## config.mk

```make
export PLATFORM = sky130hd
export DESIGN_NAME = datapath_controller
export DESIGN_NICKNAME = d
export VERILOG_FILES = /design/src/rtl/datapath_controller.sv
export SDC_FILE = /design/constraint.sdc
export NUM_CORES = 1
export LEC_CHECK = 0
export BUFFER_PORTS_ARGS = -buffer_cell sky130_fd_sc_hd__buf_2
export CAP_MARGIN = 20
export CORE_UTILIZATION = 40
export DETAILED_ROUTE_END_ITERATION = 7
export PLACE_DENSITY_LB_ADDON = 0.12
export SYNTH_ARGS = -nofsm -noshare
export SYNTH_HDL_FRONTEND = slang
export SYNTH_SLANG_ARGS = --single-unit
```

## constraint.sdc

```tcl
create_clock -name clk -period 2.7 [get_ports clk]
set_input_delay 0.405 -clock clk [delete_from_list [all_inputs] [get_ports clk]]
set_output_delay 0.405 -clock clk [all_outputs]
set_load 0.02 [all_outputs]
```

## src/rtl/datapath_controller.sv

```systemverilog
// Instruction-sequencing controller for the register file / A-B-C load datapath.
// Latches one instruction per start handshake and steps it through Moore control states.
module datapath_controller (
    input  logic        clk,
    input  logic        reset,
    input  logic        s,
    input  logic [15:0] in,
    output logic        w,
    output logic [2:0]  readnum,
    output logic [2:0]  writenum,
    output logic        write,
    output logic        vsel,
    output logic        loada,
    output logic        loadb,
    output logic        asel,
    output logic        loadc,
    output logic        loads,
    output logic [1:0]  ALUop,
    output logic [1:0]  shift,
    output logic [15:0] sximm8
);

    typedef enum logic [2:0] {
        S_WAIT,
        S_DECODE,
        S_WRITE_IMM,
        S_GET_A,
        S_GET_B,
        S_EXEC,
        S_WRITE_REG
    } state_t;

    state_t      state;
    state_t      next_state;
    logic [15:0] ir;

    logic [2:0] opcode;
    logic [1:0] op;
    logic [2:0] rn;
    logic [2:0] rd;
    logic [2:0] rm;
    logic       is_mov;
    logic       is_alu;
    logic       mov_imm;
    logic       mov_reg;
    logic       is_mvn;
    logic       is_cmp;

    assign opcode  = ir[15:13];
    assign op      = ir[12:11];
    assign rn      = ir[10:8];
    assign rd      = ir[7:5];
    assign rm      = ir[2:0];
    assign is_mov  = (opcode == 3'b110);
    assign is_alu  = (opcode == 3'b101);
    assign mov_imm = is_mov && (op == 2'b10);
    assign mov_reg = is_mov && (op == 2'b00);
    assign is_mvn  = is_alu && (op == 2'b11);
    assign is_cmp  = is_alu && (op == 2'b01);

    // MOV always routes through the ALU as a pass-through add.
    assign ALUop  = is_mov ? 2'b00 : op;
    assign shift  = ir[4:3];
    assign sximm8 = {{8{ir[7]}}, ir[7:0]};

    // NOTE: sequential state uses non-blocking assignments so every flop samples pre-edge values.
    always_ff @(posedge clk or posedge reset) begin
        if (reset) begin
            state <= S_WAIT;
            ir    <= '0;
        end else begin
            state <= next_state;
            if (state == S_WAIT && s) begin
                ir <= in;
            end
        end
    end

    // NOTE: every output gets a default before the case, so no path can infer a latch.
    always_comb begin
        next_state = state;
        w          = 1'b0;
        readnum    = 3'd0;
        writenum   = 3'd0;
        write      = 1'b0;
        vsel       = 1'b0;
        loada      = 1'b0;
        loadb      = 1'b0;
        asel       = 1'b0;
        loadc      = 1'b0;
        loads      = 1'b0;

        case (state)
            S_WAIT: begin
                w = 1'b1;
                if (s) next_state = S_DECODE;
            end
            S_DECODE: begin
                if (mov_imm)                 next_state = S_WRITE_IMM;
                else if (is_alu && !is_mvn)  next_state = S_GET_A;
                else if (mov_reg || is_mvn)  next_state = S_GET_B;
                else                         next_state = S_WAIT;
            end
            S_WRITE_IMM: begin
                write      = 1'b1;
                vsel       = 1'b1;
                writenum   = rn;
                next_state = S_WAIT;
            end
            S_GET_A: begin
                readnum    = rn;
                loada      = 1'b1;
                next_state = S_GET_B;
            end
            S_GET_B: begin
                readnum    = rm;
                loadb      = 1'b1;
                next_state = S_EXEC;
            end
            S_EXEC: begin
                // Single-operand forms zero the A input so the ALU sees only B.
                asel = mov_reg || is_mvn;
                if (is_cmp) begin
                    loads      = 1'b1;
                    next_state = S_WAIT;
                end else begin
                    loadc      = 1'b1;
                    next_state = S_WRITE_REG;
                end
            end
            S_WRITE_REG: begin
                write      = 1'b1;
                writenum   = rd;
                next_state = S_WAIT;
            end
            default: next_state = S_WAIT;
        endcase
    end

endmodule

```

### After elaboration in Yosys (flattened, before gate mapping)

Index checks and enable logic that the tools add are counted.

* register bits after elaboration: 19
* logic and storage cells: 44
* output and inout bits: 34
* input bits: 19

* eq/ne operators: 12
* muxes and demuxes: 19
* reductions and logical operators: 11

Operators with widths (count)
* $eq 3x3->1 const B: 5
* $mux 3: 5
* $pmux 3 s5: 1
* $pmux 3 s2: 2
* $mux 1: 10
* $eq 3x2->1 const B: 2
* $logic_and 1x1->1: 6
* $eq 2x2->1 const B: 2
* $eq 3x1->1 const B: 1
* $logic_not 3->1: 1
* $eq 2x1->1 const B: 1
* $logic_not 2->1: 1
* $mux 2: 1
* $ne 2x2->1 const B: 1
* $reduce_or 2->1: 1
* $logic_not 1->1: 1
* $logic_or 1x1->1: 1

### Logic depth before layout (Yosys ltp)

Gate-level depths: netlist of run 1.

* depth in word-level cells: 7
* gate-level depth with buffers: 6

### Worst setup path before layout of run 1

OpenSTA, ideal clock, no wires.

* path type: register to output
* from: register state[0]
* to: output port readnum[0]
* data arrival time: 1.553 ns
* path buffers: 1
* slack: 0.742 ns
* stages on the path, launching flop included: 4
* cell sequence: dfrtp_1 -> buf_6 -> nor3b_1 -> a22o_1

* longest elaborated chain between the ends: 2
* elaborated cells between the ends (all ways): 3

Ends and longest elaborated chain
* start, declared: line 33 `state_t state;`
* start signal, assigned: line 72 `state <= next_state;`
* $eq 3x3->1 / $eq 3x2->1 (equally long branches): line 93 `case (state)`
* $pmux 3 s2 *: line 93
* end, declared: line 9 `output logic [2:0] readnum,`

Mark *: on every way between the ends. The rest lies on a longest branch, timed or not.

### Final worst setup path of run 1

* from: register state[2]
* to: output port readnum[2]

Same word-level chain as after synthesis.

==> impl_metrics.tcl, run 1 <==
set metrics [dict create \
    status "complete, no violations" \
    async_flop_share_pct 100 \
    whs_ns 0.193 \
    p_per_area_mw_per_mm2 1290 \
    ys_seq_area_share_pct 39.8 \
    grt_pass1_wl_mm 3.53 \
    postLayoutCellArea_mm2 0.00133 \
    skew_ns 0.00599 \
    seq_area_um2 475 \
    cpMaxStageDelayCell "dfrtp_1" \
    slew_headroom_pct 52.6 \
    p_int_uw 938 \
    synth_compound_area_share_pct 6.60 \
    synth.area.mux_share_pct 20.7 \
    crit_start "state[2]$_DFFE_PP0P_" \
    fin_crit_sh_pct 81.3 \
    synthCells 103 \
    synthAdderAreaFrac_pct 0 \
    multi_input_area_um2 514 \
    drive_above_1_share_pct 54.4 \
    die_h_um 56.7 \
    initial_utilization_pct 43.0 \
    setup_viol 0 \
    syn_nets 122 \
    ir_drop_v 0.000874 \
    place_hpwl_mm 1.62 \
    clock_path_buffers 2 \
    clkLatencyLatePin_ns 0.30 \
    clock_sinks 19 \
    cts_resized 0 \
    ys.flop_type "dfrtp_1" \
    layout_setup_ws_ns 0.506 \
    dieArea_mm2 0.00321 \
    p_seq_share_pct 36.1 \
    pwr-share-comb_pct 55.2 \
    area_growth_pct 11.3 \
    grt.total_usage_pct 14.2 \
    path_clk_slew_ns 0.11 \
    antenna_found_initial 0 \
    switchingPower_uw 779 \
    swShare_pct 45.4 \
    antenna_cells 0 \
    dieWidth_um 56.7 \
    cts_tree "yes" \
    tns_ns 0 \
    p_clk_share_pct 8.7 \
    critical_path.max_stage_delay_ns 0.64 \
    synth.distinct_cells 31 \
    port_buffers 52 \
    grt_pass1_vias 785 \
    drt-vias-per-instance 5.11 \
    ant_nets 0 \
    synth_common_cells "buf_4 (19), dfrtp_1 (19), mux2_4 (10)" \
    core_mm2 0.00278 \
    fin_crit_ns 2.19 \
    worst_slew_pin_slew_ns 0.710 \
    num_rows 19 \
    cts_root_buffer "clkbuf_4" \
    rsz0062_at_grt "false" \
    netlist.area_leader.share_pct 39.8 \
    synth_seq_cells 19 \
    cp_cell_sequence "nor3b_1, a22o_1, buf_2" \
    crit_family "flip-flops" \
    critPathBufInv 1 \
    grt-ovfl-total 0 \
    synth_edf_count 0 \
    preCtsSetupSlack_ns 0.845 \
    worstPathMaxFanout 15 \
    synth_area_leaders "dfrtp_1 (40%), mux2_4 (13%), buf_4 (12%)" \
    power_leakage_uw 0.000687 \
    post-cts-setup-buffer-count 0 \
    r2r-start "state[2]$_DFFE_PP0P_" \
    max_freq_mhz 456 \
    io_pins 53 \
    syn_area_mm2 0.00119 \
    synth_top_area_cell "dfrtp_1" \
    cp-start-kind "flop" \
    fillers 251 \
    arrival_ns 1.79 \
    cap_violations 0 \
    place.gp.congestion 0.720 \
    drv_slew 0 \
    synth_top_family_by_area "multiplexers" \
    drt_iter0_markers 10 \
    drc 0 \
    htree_levels 1 \
    dr.pass1.iters 4 \
    crit_required_ns 2.30 \
    endpoint_kind "primary output" \
    wire_per_inst_um 12.8 \
    hold_path.class "in2async" \
    syn_area_per_cell_um2 11.6 \
    grt_max_degree 20 \
    yosys_warnings 0 \
    via_count 853 \
    yosys.area_share.simple_pct 15.7 \
    critPathKind "reg2out" \
    final_nets 156 \
    dpl_cell_area_mm2 0.00130 \
    cts_made_buffers 3 \
    holdBufCountCts 0 \
    synth-xor-area-share_pct 0 \
    postRouteWirelength_mm 2.14 \
    hold_violations 0 \
]
## layer usage
metal | wire length (um) | vias to the layer above | track usage, %
met2 | 1000 | 35 | 24.2
met4 | 10 | 0 | 2.09
met1 | 964 | 406 | 17.6
li1 | - | 410 | -
met3 | 156 | 2 | 5.07
met5 | 0 | - | 0
## worst paths after layout
kind	endpoint	slack, ns	depth (start not counted)
worst max-delay path	readnum[2]	0.51	3
worst min-delay path	ir[4]$_DFFE_PP0P_	0.19	2
worst max register to register	ir[15]$_DFFE_PP0P_	1.06	3
worst min register to register	ir[3]$_DFFE_PP0P_	0.55	1
max in group asynchronous	state[0]$_DFFE_PP0P_	2.06	2
min in group clk	ir[1]$_DFFE_PP0P_	0.32	2
## logic make-up after synthesis
group,count (synthesis)
AOI/OAI and AO/OA,11
and+or+nand+nor,28
buffers and inverters,26
muxes,19
DFF,19
## area by class of cell
type / count / share of cell area (%)
inverter: 3 / 0.847
sequential: 19 / 35.7
clock buffer: 3 / 1.69
tap: 31 / 2.92
clock inverter: 1 / 0.564
multi-input combinational: 58 / 38.7
timing repair buffer: 52 / 19.6
## flip-flops by register name, summed over array words and instances (netlist names)
| signal | flops |
|---|---|
| ir | 16 |
| state | 3 |
## cells in the final DEF, fill, tap and decap left out, types with 2 or more instances in the layout
cell type and instances:
dfrtp_1 19, buf_2 52, inv_1 3, nor2_1 7
mux2i_1 3, and3b_1 2, nand3b_1 2, mux2_2 6
a22o_1 3, nor3b_1 3, and4b_1 2, nand2_1 2
mux2_4 10, clkbuf_4 3, and2_1 3, o21ai_0 3
## power by group through the flow
stage | Sequential (uW) | Clock [uW] | Combinational, uW
after floorplan | 545 | 0 | 1010
after global placement | 620 | 0 | 950
after detailed placement | 626 | 0 | 959
after CTS | 622 | 157 | 959
after global routing | 652 | 175 | 1020
final | 621 | 149 | 948
## metrics by stage
step | cells | util, % | total power (uW)
final | 167 | 47.8 | 1720
after global routing | 167 | 47.8 | 1840
after CTS | 167 | 47.8 | 1740
after detailed placement | 163 | 46.7 | 1590
after global placement | 163 | 46.7 | 1570
after floorplan | 103 | - | 1560
Power figures use the tool's default switching activity.
==> run 2: changes to the inputs <==
ABC_AREA = 1   (was default)
clock period = 2.1 ns   (was 2.7 ns; I/O delays follow)
==> impl_metrics.tcl, run 2 <==
set metrics [dict create \
    place_hpwl_mm 1.83 \
    skew_ns 0.0109 \
    grt_pass1_vias 944 \
    cts_tree "yes" \
    final_cell_mix "buf_2 (52), nand2_1 (35), nand3_1 (23)" \
    synthCells 154 \
    dieWidth_um 57.0 \
    netlist.area_leader.share_pct 39.3 \
    final_nets 208 \
    worst_slew_pin_slew_ns 0.712 \
    synth_seq_cells 19 \
    tns_ns 0 \
    synth.distinct_cells 19 \
    cts_made_buffers 3 \
    seq_area_um2 475 \
    synth.most_common_cell "nand2_1" \
    synth_edf_count 0 \
    async_flop_share_pct 100 \
    path_clk_slew_ns 0.11 \
    dr.pass1.iters 6 \
    max_freq_mhz 548 \
    area_growth_pct 11.8 \
    drc 12 \
    post-cts-setup-buffer-count 0 \
    regMostFlops "ir" \
    grt-ovfl-total 0 \
    cts_root_buffer "clkbuf_4" \
    ys.flop_type "dfrtp_1" \
    clock_path_buffers 2 \
    rsz0062_at_grt "false" \
    endpoint_kind "primary output" \
    grt_pass1_wl_mm 4.15 \
    multi_input_area_um2 484 \
    critPathKind "reg2out" \
    antenna_found_initial 0 \
    place.gp.congestion 0.792 \
    core_mm2 0.00281 \
    dieArea_mm2 0.00325 \
    wire_per_inst_um 10.9 \
    yosys_warnings 0 \
    arrival_ns 1.51 \
    drive_above_1_share_pct 40.4 \
    grt.total_usage_pct 16.5 \
    holdBufCountCts 0 \
    hold_path.class "in2async" \
    hold_violations 0 \
    drv_slew 0 \
    violations "design-rule violations" \
    slew_headroom_pct 52.5 \
    power_leakage_uw 0.000812 \
    ant_nets 0 \
    postRouteWirelength_mm 2.38 \
    drt_iter0_markers 43 \
    synth_top_area_cell "dfrtp_1" \
    clkLatencyLatePin_ns 0.30 \
    drt-vias-per-instance 4.75 \
    synth_area_leaders "dfrtp_1 (39%), buf_4 (11%), nand2_1 (11%)" \
    ys_seq_area_share_pct 39.3 \
    ir_drop_v 0.000652 \
    worstPathMaxFanout 4 \
    cts_resized 0 \
    antenna_cells 0 \
    synth_common_cells "nand2_1 (35), nand3_1 (23), dfrtp_1 (19)" \
    via_count 1041 \
    port_buffers 52 \
    fin_util_pct 48.3 \
    clock_sinks 19 \
    die_h_um 57.0 \
    setup_viol 0 \
    grt_max_degree 20 \
    syn_area_per_cell_um2 7.86 \
    largest_reg_flops 16 \
    num_rows 19 \
    io_pins 53 \
    reg_top3 "ir: 16 flops, state: 3 flops" \
    cap_violations 0 \
    crit_required_ns 1.78 \
    syn_nets 173 \
    status "finished with violations" \
    p_per_area_mw_per_mm2 1610 \
    htree_levels 1 \
    fin_crit_ns 1.82 \
    initial_utilization_pct 43.2 \
    fin_crit_sh_pct 86.8 \
    fillers 289 \
    syn_area_mm2 0.00121 \
    cp-start-kind "flop" \
    final_common_cell "buf_2" \
]
-- run 2: changes by cell type after synthesis, sizes merged, moves of 3 or more --
cell | before | now
a22o | 3 | 0
buf | 23 | 20
inv | 3 | 16
mux2i | 3 | 0
and2 | 4 | 0
nor2 | 7 | 12
nor3b | 3 | 0
nand3 | 0 | 23
mux2 | 16 | 0
nand2 | 2 | 52
o21ai | 3 | 6
-- run 2: final cells by class --
class	count	area share (%)
repair buffers	52	19.2
inverters	16	4.99
multi-input cells	97	35.8
clock buffers	3	1.66
clock inverters	1	0.370
flip-flops and latches	19	35.1
well taps	31	2.87
-- run 2: per-layer routing --
layer | share of wire (%) | track usage (%) | vias to the layer above
met5 | 0 | 0 | -
met1 | 44 | 20.9 | 460
met2 | 47 | 28.7 | 48
met4 | 1.6 | 6.27 | 0
li1 | - | - | 529
met3 | 7.4 | 2.04 | 4
-- run 2: critical path: stages (launching register included) --
cell      delay [ns]
dfrtp_1         0.45
inv_1           0.14
nand2_1         0.08
nor2_1          0.15
a21boi_0        0.20
buf_2           0.19
-- run 2: path summary, 6_finish.rpt --
kind                                       from            endpoint  slack, ns  cells after the start
max                        state[1]$_DFFE_PP0P_                asel       0.28                      5
min                                       reset  ir[10]$_DFFE_PP0P_       0.11                      2
max reg2reg                state[0]$_DFFE_PP0P_   ir[1]$_DFFE_PP0P_       0.82                      6
min reg2reg                   ir[8]$_DFFE_PP0P_   ir[8]$_DFFE_PP0P_       0.48                      2
max in group asynchronous                 reset   ir[8]$_DFFE_PP0P_       1.53                      2
min in group clk                         in[15]  ir[15]$_DFFE_PP0P_       0.24                      3
-- run 2: stage by stage --
step	hold WS (ns)	power (uW)	cell area (um^2)	std cells	setup slack (ns)
5_1_grt	0.183	2380	1350	219	0.150
6_report	0.111	2180	1350	219	0.277
4_1_cts	0.133	2210	1350	219	0.261
2_1_floorplan	0.266	1920	1210	154	0.494
3_5_place_dp	0.458	2020	1330	215	0.618
3_3_place_gp	0.462	2000	1330	215	0.664
-- run 2: logic make-up after synthesis --
group           Yosys count  synth area share (%)
buf+inv                  38                  20.8
simple gates             88                  36.1
flops                    19                  39.3
compound gates            9                  3.93
-- run 2: power by group --
group / internal (uW) / leakage (uW) / switching, uW
sequential: 540 / 0.000236 / 195
clock: 70.9 / 0.0000177 / 113
combinational: 406 / 0.000558 / 854
total: 1020 / 0.000812 / 1160
